===== config.mk =====
export PLATFORM = sky130hd
export DESIGN_NAME = servo_pulse_decoder
export DESIGN_NICKNAME = d
export VERILOG_FILES = /design/src/rtl/servo_pkg.sv /design/src/rtl/servo_pulse_decoder_tick_gen.sv /design/src/rtl/servo_pulse_decoder.sv
export SDC_FILE = /design/constraint.sdc
export NUM_CORES = 1
export LEC_CHECK = 0
export CAP_MARGIN = 20
export CORE_AREA = 2 2 85 79
export DETAILED_ROUTE_END_ITERATION = 16
export DIE_AREA = 0 0 87 81
export PLACE_DENSITY = 0.78
export SETUP_SLACK_MARGIN = 0.3
export SLEW_MARGIN = 20
export SYNTH_ARGS = -nofsm -noshare
export SYNTH_HDL_FRONTEND = slang
export SYNTH_SLANG_ARGS = --single-unit

===== constraint.sdc =====
create_clock -name clk -period 4.11 [get_ports clk]
set_input_delay 0.6165 -clock clk [delete_from_list [all_inputs] [get_ports clk]]
set_output_delay 0.6165 -clock clk [all_outputs]
set_load 0.03 [all_outputs]

===== src/rtl/servo_pkg.sv =====
// Shared servo constants, sel codes and decoder state encoding.
package servo_pkg;

    localparam int unsigned DEF_TICK_DIV    = 5000;
    localparam int unsigned DEF_W0          = 10;
    localparam int unsigned DEF_W1          = 15;
    localparam int unsigned DEF_W2          = 20;
    localparam int unsigned DEF_TOL         = 2;
    localparam int unsigned DEF_MAX_HIGH    = 30;
    localparam int unsigned DEF_LOW_TIMEOUT = 250;

    // Codes follow the decoded width order: 1.0 ms, 1.5 ms, 2.0 ms.
    localparam logic [1:0] SEL_1MS   = 2'd0;
    localparam logic [1:0] SEL_1P5MS = 2'd1;
    localparam logic [1:0] SEL_2MS   = 2'd2;
    localparam logic [1:0] SEL_LOW   = 2'd3;

    typedef enum logic [1:0] {
        ST_WAIT_LOW = 2'd0,
        ST_LOW      = 2'd1,
        ST_HIGH     = 2'd2
    } dec_state_e;

    function automatic logic in_band(input logic [7:0] count,
                                     input int unsigned nom,
                                     input int unsigned tol);
        int unsigned c;
        c = {24'd0, count};
        return (c + tol >= nom) && (c <= nom + tol);
    endfunction

endpackage


===== src/rtl/servo_pulse_decoder_tick_gen.sv =====
// Prescaler: one-clk tick every DIV clks, restartable by a sync clear.
module tick_gen #(
    parameter int unsigned DIV = 5000
) (
    input  logic clk,
    input  logic rst,
    input  logic clr,
    output logic tick
);

    localparam int unsigned CW = (DIV > 1) ? $clog2(DIV) : 1;

    logic [CW-1:0] cnt_q;
    logic [CW-1:0] cnt_d;
    logic          wrap;

    assign wrap = (cnt_q == CW'(DIV - 1));
    assign tick = wrap;

    always_comb begin
        cnt_d = cnt_q + CW'(1);
        if (clr || wrap) begin
            cnt_d = '0;
        end
    end

    always_ff @(posedge clk or posedge rst) begin
        if (rst) begin
            cnt_q <= '0;
        end else begin
            cnt_q <= cnt_d;
        end
    end

endmodule


===== src/rtl/servo_pulse_decoder.sv =====
// Measures servo high pulses in ticks and decodes them to sel codes.
module servo_pulse_decoder
    import servo_pkg::*;
#(
    parameter int unsigned TICK_DIV    = DEF_TICK_DIV,
    parameter int unsigned W0          = DEF_W0,
    parameter int unsigned W1          = DEF_W1,
    parameter int unsigned W2          = DEF_W2,
    parameter int unsigned TOL         = DEF_TOL,
    parameter int unsigned MAX_HIGH    = DEF_MAX_HIGH,
    parameter int unsigned LOW_TIMEOUT = DEF_LOW_TIMEOUT
) (
    input  logic       clk,
    input  logic       rst,
    input  logic       pwm_in,
    output logic [1:0] sel,
    output logic [7:0] width,
    output logic       valid,
    output logic       err
);

    logic [1:0]  sync_q, sync_d;
    logic        pwm_d_q, pwm_d_d;
    logic        pwm_s, rise, fall, tick;

    dec_state_e  state_q, state_d;
    logic [15:0] low_q, low_d, low_inc;
    logic [7:0]  high_q, high_d, hi_inc;
    logic [1:0]  sel_q, sel_d;
    logic [7:0]  width_q, width_d;
    logic        valid_q, valid_d;
    logic        err_q, err_d;

    assign pwm_s = sync_q[1];
    assign rise  = pwm_s & ~pwm_d_q;
    assign fall  = ~pwm_s & pwm_d_q;

    assign sync_d  = {sync_q[0], pwm_in};
    assign pwm_d_d = pwm_s;

    tick_gen #(
        .DIV (TICK_DIV)
    ) u_tick (
        .clk  (clk),
        .rst  (rst),
        .clr  (rise | fall),
        .tick (tick)
    );

    // A tick landing on the fall cycle still belongs to the pulse.
    always_comb begin
        hi_inc = high_q + {7'd0, tick};
        if (high_q == 8'hFF) begin
            hi_inc = 8'hFF;
        end
        low_inc = low_q + {15'd0, tick};
    end

    always_ff @(posedge clk or posedge rst) begin
        if (rst) begin
            sync_q  <= 2'b11;
            pwm_d_q <= 1'b1;
            state_q <= ST_WAIT_LOW;
            low_q   <= '0;
            high_q  <= '0;
            sel_q   <= SEL_1MS;
            width_q <= '0;
            valid_q <= 1'b0;
            err_q   <= 1'b0;
        end else begin
            sync_q  <= sync_d;
            pwm_d_q <= pwm_d_d;
            state_q <= state_d;
            low_q   <= low_d;
            high_q  <= high_d;
            sel_q   <= sel_d;
            width_q <= width_d;
            valid_q <= valid_d;
            err_q   <= err_d;
        end
    end

    always_comb begin
        state_d = state_q;
        unique case (state_q)
            ST_WAIT_LOW: if (!pwm_s) state_d = ST_LOW;
            ST_LOW:      if (rise) state_d = ST_HIGH;
            ST_HIGH: begin
                if (fall) begin
                    state_d = ST_LOW;
                end else if (hi_inc >= 8'(MAX_HIGH)) begin
                    state_d = ST_WAIT_LOW;
                end
            end
            default:     state_d = ST_WAIT_LOW;
        endcase
    end

    always_comb begin
        low_d   = low_q;
        high_d  = high_q;
        sel_d   = sel_q;
        width_d = width_q;
        valid_d = 1'b0;
        err_d   = 1'b0;
        unique case (state_q)
            ST_WAIT_LOW: begin
                low_d  = '0;
                high_d = '0;
            end
            ST_LOW: begin
                if (rise) begin
                    high_d = '0;
                end else if (low_inc == 16'(LOW_TIMEOUT)) begin
                    low_d   = '0;
                    valid_d = 1'b1;
                    sel_d   = SEL_LOW;
                    width_d = '0;
                end else begin
                    low_d = low_inc;
                end
            end
            ST_HIGH: begin
                high_d = hi_inc;
                if (fall) begin
                    low_d = '0;
                    if (in_band(hi_inc, W0, TOL)) begin
                        sel_d   = SEL_1MS;
                        width_d = hi_inc;
                        valid_d = 1'b1;
                    end else if (in_band(hi_inc, W1, TOL)) begin
                        sel_d   = SEL_1P5MS;
                        width_d = hi_inc;
                        valid_d = 1'b1;
                    end else if (in_band(hi_inc, W2, TOL)) begin
                        sel_d   = SEL_2MS;
                        width_d = hi_inc;
                        valid_d = 1'b1;
                    end else begin
                        err_d = 1'b1;
                    end
                end else if (hi_inc >= 8'(MAX_HIGH)) begin
                    err_d = 1'b1;
                end
            end
            default: begin
                low_d  = '0;
                high_d = '0;
            end
        endcase
    end

    assign sel   = sel_q;
    assign width = width_q;
    assign valid = valid_q;
    assign err   = err_q;

endmodule


==> results.json, run 1 <==
{
  "finalCritPeriodShare": 0.889,
  "critPathLaunchType": "flip-flop",
  "n_fill_cell": 502,
  "netlist_area_mm2": 0.00362,
  "worstHoldPathType": "reg2reg",
  "worstSkewPairLatency_ns": 0.31,
  "irDropWorstVdd_mv": 0.193,
  "maxSlewViolCount": 0,
  "endpoint": "width[6]",
  "ctsHoldBuffers": 0,
  "status": "finished clean",
  "initial_core_util": 0.577,
  "ff_latch_area_mm2": 0.00136,
  "viasPerCell": 6.50,
  "netlist_instances": 412,
  "worstPathArrival_ns": 3.86,
  "cts_buffers": 5,
  "endpoint_kind": "flip-flop",
  "regToRegSetupSlack_ns": 0.46,
  "rsz0062_at_grt": "false",
  "seqPwrFrac": 0.439,
  "design_power_total_mw": 1.30,
  "final_common_cell": "nand2_1",
  "grt_antenna_before_repair": 0,
  "synth_edf_count": 0,
  "r2r-end": "width[6]",
  "grt_pass1_wl_um": 13800,
  "n_antenna_cell": 0,
  "ys_warn_count": 0,
  "setup_viol": 0,
  "drc": 0,
  "crit_path_top_delay_cell": "dfrtp_2",
  "crit_family": "simple AND/OR/NAND/NOR gates",
  "ios": 15,
  "layout_min_cycle_time_ns": 3.65,
  "wl_per_cell_um": 17.0,
  "grt_overflow_total": 0,
  "tightest_slew_ns": 0.875,
  "cts_buffer_depth": 2,
  "crit_chain": "nor4b_4, nand4b_1, inv_1, ha_4, ha_4, xor2_2, nand2b_4, ha_4, xnor3_1, or4_4, nor3_4, a31oi_2, o32ai_4, o21ai_4, and2_1",
  "critPathBufInv": 1,
  "skew_ns": 0.00992,
  "dr.first_iter.drc_count": 359,
  "sw_frac_of_total": 0.347,
  "dr.pass1.iters": 8,
  "yosysSeqAreaShare": 0.375,
  "syn-num-nets": 429,
  "critPathRequiredTime_ns": 4.31,
  "final_cell_mix": "nand2_1 (64), dfrtp_1 (50), nor2_1 (34), o21ai_0 (26), nand3_1 (15)",
  "ctsRootBufferMaster": "clkbuf_8",
  "wl_um": 8530,
  "finalWeightedCongestion": 0.968,
  "reg2reg_from": "u_tick.cnt_q[3]",
  "core-area_mm2": 0.00627,
  "grt_pass1_vias": 2971,
  "dieArea_mm2": 0.00705,
  "p_leak_nw": 1.65,
  "rr_worst_depth": 15,
  "rows": 28,
  "cts_tree": "built",
  "grt_max_degree": 31,
  "cts_sinks": 54,
  "die_y_um": 81,
  "ys_ff_latch": 54,
  "cpMostUsedCell": "ha_4",
  "area_growth_pct": 13.0,
  "port_buffers": 14,
  "multi_input_area_mm2": 0.00222,
  "cap_violations": 0,
  "p_int_mw": 0.849,
  "path_max_fanout": 8,
  "ant_nets": 0,
  "switchingPower_mw": 0.450,
  "combPwrFrac": 0.285,
  "fin_tns_setup_ns": 0,
  "grt_usage": 0.243,
  "hold_viol_final": 0,
  "fmax_mhz": 274,
  "die_x_um": 87,
  "slew_headroom": 0.415,
  "final_nets": 442,
  "path_clk_slew_ns": 0.10,
  "ys.flop_type": "dfrtp_1",
  "layout-drive-gt1-share": 0.136,
  "dp_hpwl_um": 5930,
  "avgSynthCellArea_um2": 8.78,
  "cp_num_cells": 15,
  "worst-setup-path-type": "reg2reg",
  "htree_levels": 2,
  "vias": 3257,
  "async_flop_share": 1.00,
  "cpPeakStageDelay_ns": 0.47,
  "yosysUniqueCellTypes": 69,
  "cp-startpoint": "u_tick.cnt_q[3]",
  "clockPowerShare": 0.277,
  "powerDensity_mw_per_mm2": 318
}
==> synthesized netlist by cell type (all sizes together), types with 5 or more instances <==
library cell	count	share of area
nor2	35	0.036
and2	8	0.014
a21oi	11	0.015
nand2b	8	0.014
ha	14	0.048
o31ai	13	0.027
nor3	8	0.012
nand2	64	0.066
clkbuf	9	0.0097
buf	13	0.022
inv	13	0.013
nand3	17	0.030
xor2	12	0.029
dfrtp	51	0.35
and3	10	0.017
nor2b	5	0.0087
xnor2	7	0.017
o21ai	28	0.042
nand4	10	0.019
o2bb2ai	5	0.012
==> per-stage QoR <==
| stage | instances | instance area, um^2 | util | worst slack [ns] | hold slack, ns |
|---|---|---|---|---|---|
| after floorplan | 412 | 3620 | - | 0.325 | 0.345 |
| after global placement | 487 | 3800 | 0.605 | 0.326 | 0.346 |
| after detailed placement | 488 | 3820 | 0.609 | 0.150 | 0.351 |
| after CTS | 497 | 3950 | 0.629 | 0.309 | 0.366 |
| after global routing | 501 | 4090 | 0.651 | 0.241 | 0.370 |
| final | 501 | 4090 | 0.651 | 0.457 | 0.362 |
==> logic make-up after synthesis <==
kind of cell | after synthesis | synth area share
buf+inv | 35 | 0.0450
fa+ha+maj | 14 | 0.0484
flops | 54 | 0.375
compound gates | 99 | 0.202
mux | 4 | 0.0114
xor+xnor | 20 | 0.0522
simple gates | 186 | 0.266
==> worst min-delay path by stage <==
| stage | to | start | slack (ns) | depth (start not counted) |
|---|---|---|---|---|
| after global routing | sync_q[1] | sync_q[0] | 0.37 | 0 |
| after detailed placement | sync_q[1] | sync_q[0] | 0.35 | 0 |
| after global placement | sync_q[1] | sync_q[0] | 0.35 | 0 |
| after floorplan | sync_q[1] | sync_q[0] | 0.35 | 0 |
| after CTS | sync_q[1] | sync_q[0] | 0.37 | 0 |
| final | sync_q[1] | sync_q[0] | 0.36 | 0 |
==> power by group through the flow <==
stage          registers (mW)  clock network (mW)  logic [mW]
5_1_grt                 0.574               0.385       0.414
3_3_place_gp            0.578                   0       0.347
4_1_cts                 0.569               0.366       0.359
2_1_floorplan           0.587                   0       0.272
6_report                0.570               0.360       0.370
3_5_place_dp            0.579                   0       0.359
==> what timing repair did <==
action / CTS / global route
setup buffers: 1 / 4
endpoints found under the setup margin: 10 / 15
gates resized for setup: 2 / 22
pin swaps: 1 / 5
gates cloned: 0 / 0
==> area by class of cell <==
class	instances	share of cell area
timing repair buffer	28	0.0631
clock buffer	5	0.0168
sequential	54	0.332
clock inverter	3	0.00980
inverter	13	0.0119
multi-input combinational	323	0.543
tap	75	0.0230
==> registers in the layout, summed over array words and instances, names as in the netlist <==
register,count
u_tick.cnt_q,13
pwm_d_q,1
sync_q,2
err,1
state_q,2
low_q,16
sel,2
valid,1
width,8
high_q,8
==> metal layers <==
metal	share of wire	track usage
met1	0.45	0.339
met2	0.46	0.391
met3	0.068	0.0457
met4	0.022	0.0656
met5	0	0
No activity file was read; power rests on OpenSTA's default activity.
==> inputs of run 2 (changes only) <==
--- a/config.mk
+++ b/config.mk
@@ -9,6 +9,7 @@
 export CORE_AREA = 2 2 85 79
 export DETAILED_ROUTE_END_ITERATION = 16
 export DIE_AREA = 0 0 87 81
+export GPL_ROUTABILITY_DRIVEN = 1
 export PLACE_DENSITY = 0.78
 export SETUP_SLACK_MARGIN = 0.3
 export SLEW_MARGIN = 20
==> results of run 2 <==
Same layout as run 1: the final DEF is identical, and so are final timing and power.
==> inputs of run 3 (changes only) <==
--- a/config.mk
+++ b/config.mk
@@ -6,11 +6,11 @@
 export NUM_CORES = 1
 export LEC_CHECK = 0
 export CAP_MARGIN = 20
-export CORE_AREA = 2 2 85 79
+export CORE_AREA = 2 2 89 82
 export DETAILED_ROUTE_END_ITERATION = 16
-export DIE_AREA = 0 0 87 81
+export DIE_AREA = 0 0 91 84
 export GPL_ROUTABILITY_DRIVEN = 1
-export PLACE_DENSITY = 0.78
+export PLACE_DENSITY = 0.75
 export SETUP_SLACK_MARGIN = 0.3
 export SLEW_MARGIN = 20
 export SYNTH_ARGS = -nofsm -noshare
==> constraint.sdc (replaced) <==
create_clock -name clk -period 3.25 [get_ports clk]
set_input_delay 0.4875 -clock clk [delete_from_list [all_inputs] [get_ports clk]]
set_output_delay 0.4875 -clock clk [all_outputs]
set_load 0.03 [all_outputs]
==> results.json, run 3 (synthesis results as in run 1) <==
{
  "maxSlewViolCount": 0,
  "critPathLaunchType": "flip-flop",
  "rr_worst_depth": 16,
  "worstPathArrival_ns": 3.75,
  "seqPwrFrac": 0.398,
  "switchingPower_mw": 0.678,
  "reg2reg_from": "u_tick.cnt_q[1]",
  "sw_frac_of_total": 0.375,
  "violations": "setup timing",
  "cts_sinks": 54,
  "setup_viol": 21,
  "worstHoldPathType": "reg2reg",
  "finalWeightedCongestion": 0.888,
  "viasPerCell": 6.16,
  "grt_max_degree": 29,
  "grt_usage": 0.273,
  "core-area_mm2": 0.00682,
  "ios": 15,
  "worstSkewPairLatency_ns": 0.31,
  "ff_latch_area_mm2": 0.00136,
  "p_leak_nw": 2.09,
  "grt_overflow_total": 0,
  "status": "finished with violations",
  "area_growth_pct": 40.4,
  "final_nets": 517,
  "rows": 29,
  "port_buffers": 14,
  "die_x_um": 91,
  "cts_tree": "built",
  "ctsHoldBuffers": 0,
  "wl_met3_um": 666,
  "layout-drive-gt1-share": 0.351,
  "cts_buffer_depth": 2,
  "drc": 0,
  "worst-setup-path-type": "reg2reg",
  "cpPeakStageDelay_ns": 0.42,
  "reg.largest.list": "low_q (16), u_tick.cnt_q (13)",
  "min-delay-start": "sync_q[0]",
  "clockPowerShare": 0.230,
  "vias": 3662,
  "dr_wl_met2_um": 5190,
  "htree_levels": 2,
  "ctsRootBufferMaster": "clkbuf_8",
  "final_cell_mix": "buf_4 (75), nand2_1 (62), dfrtp_1 (51), nor2_1 (30)",
  "dp_hpwl_um": 6770,
  "endpoint_kind": "flip-flop",
  "dr.first_iter.drc_count": 390,
  "wl_um": 10900,
  "fmax_mhz": 286,
  "crit_path_top_delay_cell": "a21boi_0",
  "tightest_slew_ns": 0.937,
  "combPwrFrac": 0.372,
  "layout_min_cycle_time_ns": 3.49,
  "min_to": "sync_q[1]",
  "final_common_cell": "buf_4",
  "cap_violations": 0,
  "finalCritPeriodShare": 1.08,
  "path_clk_slew_ns": 0.11,
  "grt_pass1_wl_um": 16800,
  "r2r-end": "width[6]",
  "die_y_um": 84,
  "crit_family": "compound AO/OA/AOI/OAI gates",
  "fin_tns_setup_ns": -3.07,
  "highest_layer": "met4",
  "p_int_mw": 1.13,
  "dieArea_mm2": 0.00764,
  "n_fill_cell": 458,
  "ant_nets": 0,
  "critPathBufInv": 4,
  "path_max_fanout": 9,
  "multi_input_area_mm2": 0.00257,
  "initial_core_util": 0.530,
  "min_delay_path_depth": 0,
  "finalWorstSetupSlack_ns": -0.245,
  "dr.pass1.iters": 5,
  "cts_buffers": 5,
  "design_power_total_mw": 1.81,
  "skew_ns": 0.00872,
  "hold_viol_final": 0,
  "wl_per_cell_um": 18.4,
  "regToRegSetupSlack_ns": -0.24,
  "whs_ns": 0.358,
  "critPathRequiredTime_ns": 3.51,
  "largest_reg_flops": 16,
  "rsz0062_at_grt": "true",
  "regMostFlops": "low_q",
  "slew_headroom": 0.374,
  "crit_chain": "ha_2, nand2_2, nand4b_1, inv_2, buf_12, ha_4, buf_4, a21boi_0, o2111ai_2, a21boi_0, a22oi_1, o22ai_4, o32ai_4, buf_12, o21ai_4, and2_1",
  "powerDensity_mw_per_mm2": 356,
  "n_antenna_cell": 0,
  "wl_met1_um": 4740,
  "grt_pass1_vias": 3443,
  "grt_antenna_before_repair": 0,
  "irDropWorstVdd_mv": 0.318
}
==> run 3: what timing repair did <==
action	in CTS	in global routing
cloned	1	0
endpoints found under the hold margin	0	0
resized for setup	57	40
pin swaps	28	22
setup endpoints to repair	24	25
buffers inserted	10	7
==> run 3: worst max path at each step <==
| stage | cells past startpoint | slack, ns | end | start |
|---|---|---|---|---|
| floorplan | 17 | -0.24 | width[5] | u_tick.cnt_q[10] |
| global placement | 15 | -0.1 | width[0] | u_tick.cnt_q[10] |
| detailed placement | 15 | -0.20 | width[0] | u_tick.cnt_q[10] |
| CTS | 18 | -0.13 | width[6] | u_tick.cnt_q[0] |
| global route | 16 | -0.41 | width[4] | u_tick.cnt_q[1] |
| finish | 16 | -0.24 | width[6] | u_tick.cnt_q[1] |
==> run 3: through the flow <==
| step | cells | cell area, um^2 | setup WS [ns] | utilization |
|---|---|---|---|---|
| finish | 594 | 5080 | -0.245 | 0.744 |
| global route | 594 | 5080 | -0.410 | 0.744 |
| CTS | 587 | 4810 | -0.130 | 0.705 |
| detailed placement | 568 | 4390 | -0.197 | 0.643 |
| global placement | 568 | 4390 | -0.0987 | 0.643 |
| floorplan | 412 | 3720 | -0.236 | - |
==> run 3: area by class of cell <==
type | count | share of cell area
timing repair buffer | 103 | 0.175
inverter | 13 | 0.0101
clock inverter | 2 | 0.00320
clock buffer | 6 | 0.0163
tap | 93 | 0.0229
sequential | 54 | 0.267
multi-input combinational | 323 | 0.505
==> run 3: worst register-to-register path, stage by stage (launching register included) <==
cell and delay [ns]:
dfrtp_1 0.40, ha_2 0.20, nand2_2 0.06, nand4b_1 0.14, inv_2 0.07, buf_12 0.12
ha_4 0.16, buf_4 0.16, a21boi_0 0.35, o2111ai_2 0.23, a21boi_0 0.42, a22oi_1 0.21
o22ai_4 0.20, o32ai_4 0.11, buf_12 0.15, o21ai_4 0.28, and2_1 0.17
==> run 3: per-layer routing <==
metal	global-route usage	vias up
met5	0	-
met4	0.0964	0
met3	0.0352	40
met2	0.433	169
met1	0.384	1784
li1	-	1669
==> run 3: power by group through the flow <==
stage,logic (mW),clock network (mW),registers (mW)
floorplan,0.357,0,0.742
CTS,0.618,0.417,0.718
detailed placement,0.527,0,0.732
global route,0.722,0.448,0.724
finish,0.673,0.415,0.720
global placement,0.504,0,0.730
